### src/rtl/tri2d_div_udiv_17ns_5ns_14_seq.sv
// Radix-2 restoring unsigned divider, 17-bit dividend by 5-bit divisor.
// Fixed 17-cycle latency, saturating 14-bit quotient, start/done handshake.
module tri2d_div_udiv_17ns_5ns_14_seq #(
  parameter int unsigned ID         = 32'd1,
  parameter int unsigned din0_WIDTH = 32'd17,
  parameter int unsigned din1_WIDTH = 32'd5,
  parameter int unsigned dout_WIDTH = 32'd14
) (
  input  logic                  clk,
  input  logic                  reset,
  input  logic                  ce,
  input  logic                  start,
  input  logic [din0_WIDTH-1:0] din0,
  input  logic [din1_WIDTH-1:0] din1,
  output logic                  busy,
  output logic                  done,
  output logic [dout_WIDTH-1:0] quot,
  output logic [din1_WIDTH-1:0] rem,
  output logic                  ovf,
  output logic                  dz
);

  typedef enum logic [0:0] {StIdle, StCalc} state_e;

  state_e      state_q, state_d;
  logic [4:0]  cnt_q, cnt_d;
  logic [16:0] dvd_q, dvd_d;
  logic [4:0]  dvs_q, dvs_d;
  logic [5:0]  prem_q, prem_d;
  logic        done_q, done_d;
  logic [13:0] quot_q, quot_d;
  logic [4:0]  rem_q, rem_d;
  logic        ovf_q, ovf_d;
  logic        dz_q, dz_d;

  logic [6:0]  shifted;
  logic [6:0]  trial;
  logic        qbit;
  logic [5:0]  prem_next;
  logic [16:0] q_full;
  logic        q_big;

  // Partial remainder stays below the divisor, so a 7-bit difference never wraps;
  // bit 6 is the borrow.
  assign shifted   = {prem_q, dvd_q[16]};
  assign trial     = shifted - {2'b00, dvs_q};
  assign qbit      = ~trial[6];
  assign prem_next = qbit ? trial[5:0] : shifted[5:0];
  assign q_full    = {dvd_q[15:0], qbit};
  assign q_big     = |q_full[16:14];

  always_comb begin
    state_d = state_q;
    cnt_d   = cnt_q;
    dvd_d   = dvd_q;
    dvs_d   = dvs_q;
    prem_d  = prem_q;
    done_d  = 1'b0;
    quot_d  = quot_q;
    rem_d   = rem_q;
    ovf_d   = ovf_q;
    dz_d    = dz_q;
    unique case (state_q)
      StIdle: begin
        if (start) begin
          dvd_d   = din0;
          dvs_d   = din1;
          prem_d  = '0;
          cnt_d   = 5'd17;
          state_d = StCalc;
        end
      end
      StCalc: begin
        prem_d = prem_next;
        dvd_d  = q_full;
        cnt_d  = cnt_q - 5'd1;
        if (cnt_q == 5'd1) begin
          state_d = StIdle;
          done_d  = 1'b1;
          if (dvs_q == 5'd0) begin
            quot_d = 14'h3FFF;
            rem_d  = '0;
            ovf_d  = 1'b0;
            dz_d   = 1'b1;
          end else begin
            quot_d = q_big ? 14'h3FFF : q_full[13:0];
            rem_d  = prem_next[4:0];
            ovf_d  = q_big;
            dz_d   = 1'b0;
          end
        end
      end
      default: state_d = StIdle;
    endcase
  end

  always_ff @(posedge clk or negedge reset) begin
    if (!reset) begin
      state_q <= StIdle;
      cnt_q   <= '0;
      dvd_q   <= '0;
      dvs_q   <= '0;
      prem_q  <= '0;
      done_q  <= 1'b0;
      quot_q  <= '0;
      rem_q   <= '0;
      ovf_q   <= 1'b0;
      dz_q    <= 1'b0;
    end else if (ce) begin
      state_q <= state_d;
      cnt_q   <= cnt_d;
      dvd_q   <= dvd_d;
      dvs_q   <= dvs_d;
      prem_q  <= prem_d;
      done_q  <= done_d;
      quot_q  <= quot_d;
      rem_q   <= rem_d;
      ovf_q   <= ovf_d;
      dz_q    <= dz_d;
    end
  end

  assign busy = (state_q == StCalc);
  assign done = done_q;
  assign quot = quot_q;
  assign rem  = rem_q;
  assign ovf  = ovf_q;
  assign dz   = dz_q;

endmodule

### config.mk
export PLATFORM = sky130hd
export DESIGN_NAME = tri2d_div_udiv_17ns_5ns_14_seq
export DESIGN_NICKNAME = d
export VERILOG_FILES = /design/src/rtl/tri2d_div_udiv_17ns_5ns_14_seq.sv
export SDC_FILE = /design/constraint.sdc
export NUM_CORES = 1
export LEC_CHECK = 0
export ABC_CLOCK_PERIOD_IN_PS = 2600
export BUFFER_PORTS_ARGS = -buffer_cell sky130_fd_sc_hd__clkbuf_2
export CAP_MARGIN = 10
export CELL_PAD_IN_SITES_DETAIL_PLACEMENT = 0
export CELL_PAD_IN_SITES_GLOBAL_PLACEMENT = 2
export CORE_UTILIZATION = 35
export DETAILED_ROUTE_END_ITERATION = 10
export PLACE_DENSITY = 0.85
export SETUP_SLACK_MARGIN = 0.15
export SLEW_MARGIN = 20
export SYNTH_ARGS = -nofsm -noshare
export SYNTH_HDL_FRONTEND = slang
export SYNTH_SLANG_ARGS = --single-unit
### constraint.sdc
create_clock -name clk -period 2.6 [get_ports clk]
set_input_delay 0.52 -clock clk [delete_from_list [all_inputs] [get_ports clk]]
set_output_delay 0.52 -clock clk [all_outputs]
set_load 0.01 [all_outputs]
==> reports/metrics.csv, run 1 <==
stage;metric;value;unit
outcome;status;finished clean;
routing;wirelength;5.69;mm
synth;synth_compound_area_frac;0.165;
routing;drtIter0Drc;119;
floorplanning;die_h;88.6;um
synth;synthCells;241;
grt;grt_pass1_wl;9.38;mm
cts;cts.sinks;56;
grt;overflow;0;
routing;dr.pass1.iters;4;
cts;cts_tree;built;
synth;synth_edf_count;0;
grt;antenna_found_initial;0;
worst_setup_path;rr_endpoint;prem_q[0];
floorplanning;rows;31;
finish;synthToLayoutAreaGrowth;17.2;%
worst_setup_path;rrSetupSlack;0.31;ns
cts;cts_htree_levels;2;
routing;via_count;1876;
worst_setup_path;critical_path.max_fanout;6;
floorplanning;die_area;0.00785;mm^2
cts;post_cts_resize_count;0;
synth;synth_top_flop_cell;dfrtp_1;
synth;avgSynthCellArea;10.9;um^2
synth;synthMuxAreaShare;0.0825;
synth;synthAdderAreaFrac;0.0410;
finish;fillers;726;
cts;cts_setup_buffers;0;
synth;synth-async-reset-ratio;1.00;
synth;synth_top_family_by_area;compound AO/OA/AOI/OAI gates;
timing;final_max_slew_viol_count;0;
synth;ys_seq_area_frac;0.534;
timing;hold_viol_final;0;
synth;ys_warn_count;0;
routing;wl_per_cell;14.5;um
placement;port_buffers;48;
cts;clock_path_buffers;2;
finish;regArea;0.00140;mm^2
cts;cts_buffers;5;
timing;rsz0062_at_grt;false;
placement;gp_congestion;0.850;
synth;synth.largest_area_cell;dfrtp_1;
routing;via_per_inst;4.80;
cts;cts-root-buf;clkbuf_8;
cts;hold_buffers;0;
finish;num-nets-final;325;
worst_setup_path;endpoint;prem_q[0];
synth;synth.top_cell.area_share;0.534;
finish;diodes;0;
synth;syn_area;0.00262;mm^2
worst_setup_path;r2r_cells;9;
grt;grt.total_usage;0.159;
grt;grt_max_degree;57;
cts;clk_pin_slew;0.10;ns
worst_setup_path;setup.worst_path.start;dvd_q[16];
synth;synth_xor_area_frac;0.0339;
hold_path;hold_class;input port to async pin;
placement;dpl.hpwl;4.06;mm
finish;drive_gt1_frac;0.257;
finish;final_common_cell;dfrtp_1;
grt;grt_pass1_vias;1852;
worst_setup_path;crit_type;register to register;
run;drv_cap;0;
timing;finalCritPeriodShare;0.879;
timing;worst_pin_slew;0.714;ns
worst_setup_path;worst_setup_path_end_kind;register;
timing;finalSetupTns;0;ns
floorplanning;io_pins;49;
finish;postLayoutCoreUtil;0.424;
synth;synth_area_leaders;dfrtp_1, mux2i_1, nand2_1, o21ai_0, o22a_1;
pwr;power_density;1260;mW/mm^2
pwr;leakage;0.00152;uW
finish;multi_input_area;0.00112;mm^2
floorplanning;initial_core_util;0.362;
floorplanning;core;0.00725;mm^2
synth;synth-seq-cells;56;
synth;syn_nets;275;
timing;relSlewSlack;0.524;
worst_setup_path;worstPathArrival;2.53;ns
floorplanning;die_x;88.6;um
worst_setup_path;worstSetupStartpointType;register;
timing;setup_viol;0;
timing;skew;0.00894;ns
routing;drc;0;
pwr;total_power;3870;uW
worst_setup_path;rr_startpoint;dvd_q[16];
timing;fmax;437;MHz
timing;fin_crit;2.29;ns
synth;ys_types;41;
cts;insertion_delay;0.32;ns
pwr;ir_drop;0.328;mV
synth;synth-simple-area-share;0.103;
finish;most-common-layout-cells;dfrtp_1, clkbuf_2, nand2_1;
worst_setup_path;critical_path_required;2.85;ns
routing;drtAntennaViolNets;0;
critical path, stage by stage, from the launching register on:
cell	delay, ns
dfrtp_1	0.39
inv_1	0.07
ha_1	0.15
inv_1	0.05
fa_1	0.43
a211oi_2	0.26
o21ai_2	0.13
xor2_4	0.29
mux2_4	0.35
o21ai_2	0.10
metrics by stage:
step / worst slack, ns / hold slack, ns / cell area [um^2] / std cells
floorplan: 0.469 / 0.224 / 2620 / 241
global placement: 0.358 / 0.461 / 2970 / 382
detailed placement: 0.333 / 0.471 / 2970 / 382
CTS: 0.304 / 0.363 / 3070 / 390
global route: 0.154 / 0.389 / 3070 / 391
finish: 0.314 / 0.346 / 3070 / 391
cell families (layout without fill, tap and decap cells):
logic type / after synthesis / in the layout
adder cells (fa/ha/maj): 8 / 8
AND/OR/NAND/NOR: 60 / 60
XOR/XNOR: 8 / 8
buffers and inverters: 23 / 74
multiplexers: 21 / 21
flip-flops: 56 / 56
AO/OA/AOI/OAI: 65 / 65
state kept, by name, summed over array words and instances, names as in the netlist:
name    count
done        1
dvd_q      17
cnt_q       5
dz          1
busy        1
rem         5
dvs_q       5
ovf         1
quot       14
prem_q      6
metal layers:
layer  vias up  part of all wire  global-route usage
li1        939                 -                   -
met1       890              0.52               0.232
met2        42              0.43               0.236
met3         5             0.040              0.0345
met4         0             0.012              0.0484
met5         -                 0                   0
worst min-delay path by stage:
stage	start	endpoint	slack, ns
6_report	reset	quot[4]	0.35
5_1_grt	reset	quot[4]	0.39
4_1_cts	reset	quot[10]	0.36
3_5_place_dp	rem[0]	rem[0]	0.47
3_3_place_gp	dz	dz	0.46
2_1_floorplan	reset	busy	0.22
power breakdown:
group          internal, uW  switching, uW
Clock                   219            300
Combinational           842            923
Sequential             1280            302
cells in the mapped netlist, types with 2 or more instances:
master and n:
nor4_1 2, buf_4 2, nor2_1 9, o21ai_2 3
xor2_1 6, o21ai_0 28, a21oi_1 2, clkbuf_1 4
mux2i_1 19, o22a_1 14, inv_1 11, buf_2 5
o21ai_1 5, nand2_1 40, o22ai_1 3, dfrtp_1 56
ha_1 7, a22o_1 2
area by class of cell:
class / count / share of cell area
Sequential cell: 56 / 0.456
Multi-Input combinational cell: 162 / 0.364
Clock buffer: 6 / 0.0269
Inverter: 11 / 0.0134
Clock inverter: 2 / 0.00448
Timing Repair Buffer: 55 / 0.0952
Tap cell: 99 / 0.0403
Note: power is estimated with default switching activity, not from simulation.
==> run 2, diff against run 1 <==
--- a/config.mk
+++ b/config.mk
@@ -13,6 +13,7 @@
 export CORE_UTILIZATION = 35
 export DETAILED_ROUTE_END_ITERATION = 10
 export PLACE_DENSITY = 0.85
+export RECOVER_POWER = 25
 export SETUP_SLACK_MARGIN = 0.15
 export SLEW_MARGIN = 20
 export SYNTH_ARGS = -nofsm -noshare
==> run 2 against run 1 <==
Worst setup slack about the same. Clock power hardly changed. Global-route usage unchanged. Combinational power is essentially flat. Critical path depth stayed put. Via count about the same. Register-to-register slack barely moved. Die area unchanged. Clock skew about the same. Utilization about the same. Cell count stayed put. Critical path type unchanged. Highest routed layer unchanged.
==> reports/metrics.csv, run 2 (synthesized netlist as in run 1, its figures left out) <==
stage;metric;value;unit;change
outcome;status;finished clean;;
worst_setup_path;crit_type;register to register;;
grt;grt.total_usage;0.159;;unchanged
finish;final_common_cell;dfrtp_1;;
routing;via_count;1877;;+0.053%
timing;setup_viol;0;;unchanged
pwr;ir_drop;0.329;mV;+0.10%
run;drv_cap;0;;unchanged
timing;finalCritPeriodShare;0.880;;about the same
timing;fin_crit;2.29;ns;+0.000311 ns
timing;fmax;437;MHz;about the same
cts;cts.sinks;56;;unchanged
routing;drc;0;;unchanged
cts;cts_tree;built;;
grt;grt_max_degree;57;;unchanged
timing;relSlewSlack;0.0627;;-0.461
worst_setup_path;worstSetupStartpointType;register;;
worst_setup_path;rr_endpoint;prem_q[0];;
finish;max_flop_register;dvd_q;;
worst_setup_path;worstPathArrival;2.53;ns;about the same
finish;drive_gt1_frac;0.257;;unchanged
finish;num-nets-final;325;;unchanged
cts;cts_htree_levels;2;;unchanged
finish;diodes;0;;unchanged
routing;wl_met2;2.44;mm;-0.16%
timing;final_max_slew_viol_count;0;;unchanged
placement;gp_congestion;0.850;;unchanged
cts;hold_buffers;0;;unchanged
floorplanning;die_area;0.00785;mm^2;unchanged
cts;cts-root-buf;clkbuf_8;;
grt;grt_pass1_vias;1852;;unchanged
grt;antenna_found_initial;0;;unchanged
timing;worst_pin_slew;1.41;ns;+0.691 ns
timing;rsz0062_at_grt;false;;
worst_setup_path;critical_path.max_fanout;6;;unchanged
floorplanning;io_pins;49;;unchanged
routing;drtAntennaViolNets;0;;unchanged
finish;largest_reg_flops;17;;unchanged
floorplanning;core;0.00725;mm^2;unchanged
routing;via_per_inst;4.80;;about the same
cts;cts_buffers;5;;unchanged
timing;setup_slack;0.313;ns;-0.000311 ns
timing;finalSetupTns;0;ns;unchanged
worst_setup_path;rrSetupSlack;0.31;ns;about the same
pwr;total_power;3870;uW;about the same
cts;insertion_delay;0.32;ns;about the same
placement;preCtsSetupSlack;0.333;ns;unchanged
routing;wirelength;5.69;mm;about the same
routing;met1_length;2.96;mm;about the same
floorplanning;initial_core_util;0.362;;unchanged
floorplanning;rows;31;;unchanged
timing;hold_viol_final;0;;unchanged
grt;overflow;0;;unchanged
worst_setup_path;rr_startpoint;dvd_q[16];;
routing;dr.pass1.iters;4;;unchanged
worst_setup_path;worst_setup_path_end_kind;register;;
worst_setup_path;endpoint;prem_q[0];;
placement;dpl.hpwl;4.06;mm;unchanged
pwr;power_density;1260;mW/mm^2;about the same
finish;most-common-layout-cells;dfrtp_1, clkbuf_2, nand2_1;;
worst_setup_path;setup.worst_path.start;dvd_q[16];;
hold_path;hold_class;input port to register;;
routing;wl_met3;225;um;unchanged
pwr;leakage;0.00152;uW;about the same
grt;grt_pass1_wl;9.38;mm;unchanged
cts;clk_pin_slew;0.10;ns;about the same
cts;clock_path_buffers;2;;unchanged
floorplanning;die_x;88.6;um;unchanged
finish;synthToLayoutAreaGrowth;17.1;%;about the same
floorplanning;die_h;88.6;um;unchanged
worst_setup_path;r2r_cells;9;;unchanged
placement;port_buffers;48;;unchanged
timing;skew;0.00893;ns;-0.00000908 ns
routing;wl_per_cell;14.5;um;about the same
routing;drtIter0Drc;119;;unchanged
routing;routed.top_layer;met4;;
worst_setup_path;critical_path_required;2.85;ns;about the same
run 2: changes by cell type in the layout (fill, tap and decap cells not counted), sizes merged:
cell	previous run	this run
buf	7	6
clkbuf	54	55
run 2: per-stage QoR:
step | utilization | hold slack (ns) | std cells | area [um^2]
2_1_floorplan | - | 0.224 | 241 | 2620
3_3_place_gp | 0.410 | 0.461 | 382 | 2970
3_5_place_dp | 0.410 | 0.471 | 382 | 2970
4_1_cts | 0.423 | 0.363 | 390 | 3070
5_1_grt | 0.423 | 0.406 | 391 | 3070
6_report | 0.423 | 0.407 | 391 | 3070
run 2: worst min-delay path by stage:
stage	start	endpoint	slack [ns]	depth (start not counted)
6_report	din1[2]	dvs_q[2]	0.41	3
5_1_grt	din1[2]	dvs_q[2]	0.41	3
4_1_cts	reset	quot[10]	0.36	2
3_5_place_dp	rem[0]	rem[0]	0.47	2
3_3_place_gp	dz	dz	0.46	2
2_1_floorplan	reset	busy	0.22	0
run 2: worst max-delay path, cell delays in order, from the launching register on:
cell and delay [ns]:
dfrtp_1 0.39, inv_1 0.07, ha_1 0.15, inv_1 0.05
fa_1 0.43, a211oi_2 0.26, o21ai_2 0.13, xor2_4 0.29
mux2_4 0.35, o21ai_2 0.10
run 2: power by group:
part           total, uW  leakage, uW  switching [uW]  internal [uW]
Combinational       1760     0.000778             923            842
Clock                519    0.0000516             301            219
Sequential          1580     0.000691             303           1280
run 2: area by class of cell:
class / count / area, um^2
Fill cell: 727 / 4180
Sequential cell: 56 / 1400
Multi-Input combinational cell: 162 / 1120
Timing Repair Buffer: 55 / 290
Tap cell: 99 / 124
Clock buffer: 6 / 82.6
Inverter: 11 / 41.3
Clock inverter: 2 / 13.8
run 2: what timing repair did:
action                     in CTS  in global routing
buffers inserted                0                  1
hold endpoints to repair        0                  0
gates resized for setup         0                  0
setup endpoints to repair       0                  2
run 2: per-layer routing:
layer	track usage	vias to the layer above
met4	0.0484	0
li1	-	939
met1	0.232	891
met3	0.0345	5
met5	0	-
met2	0.236	42
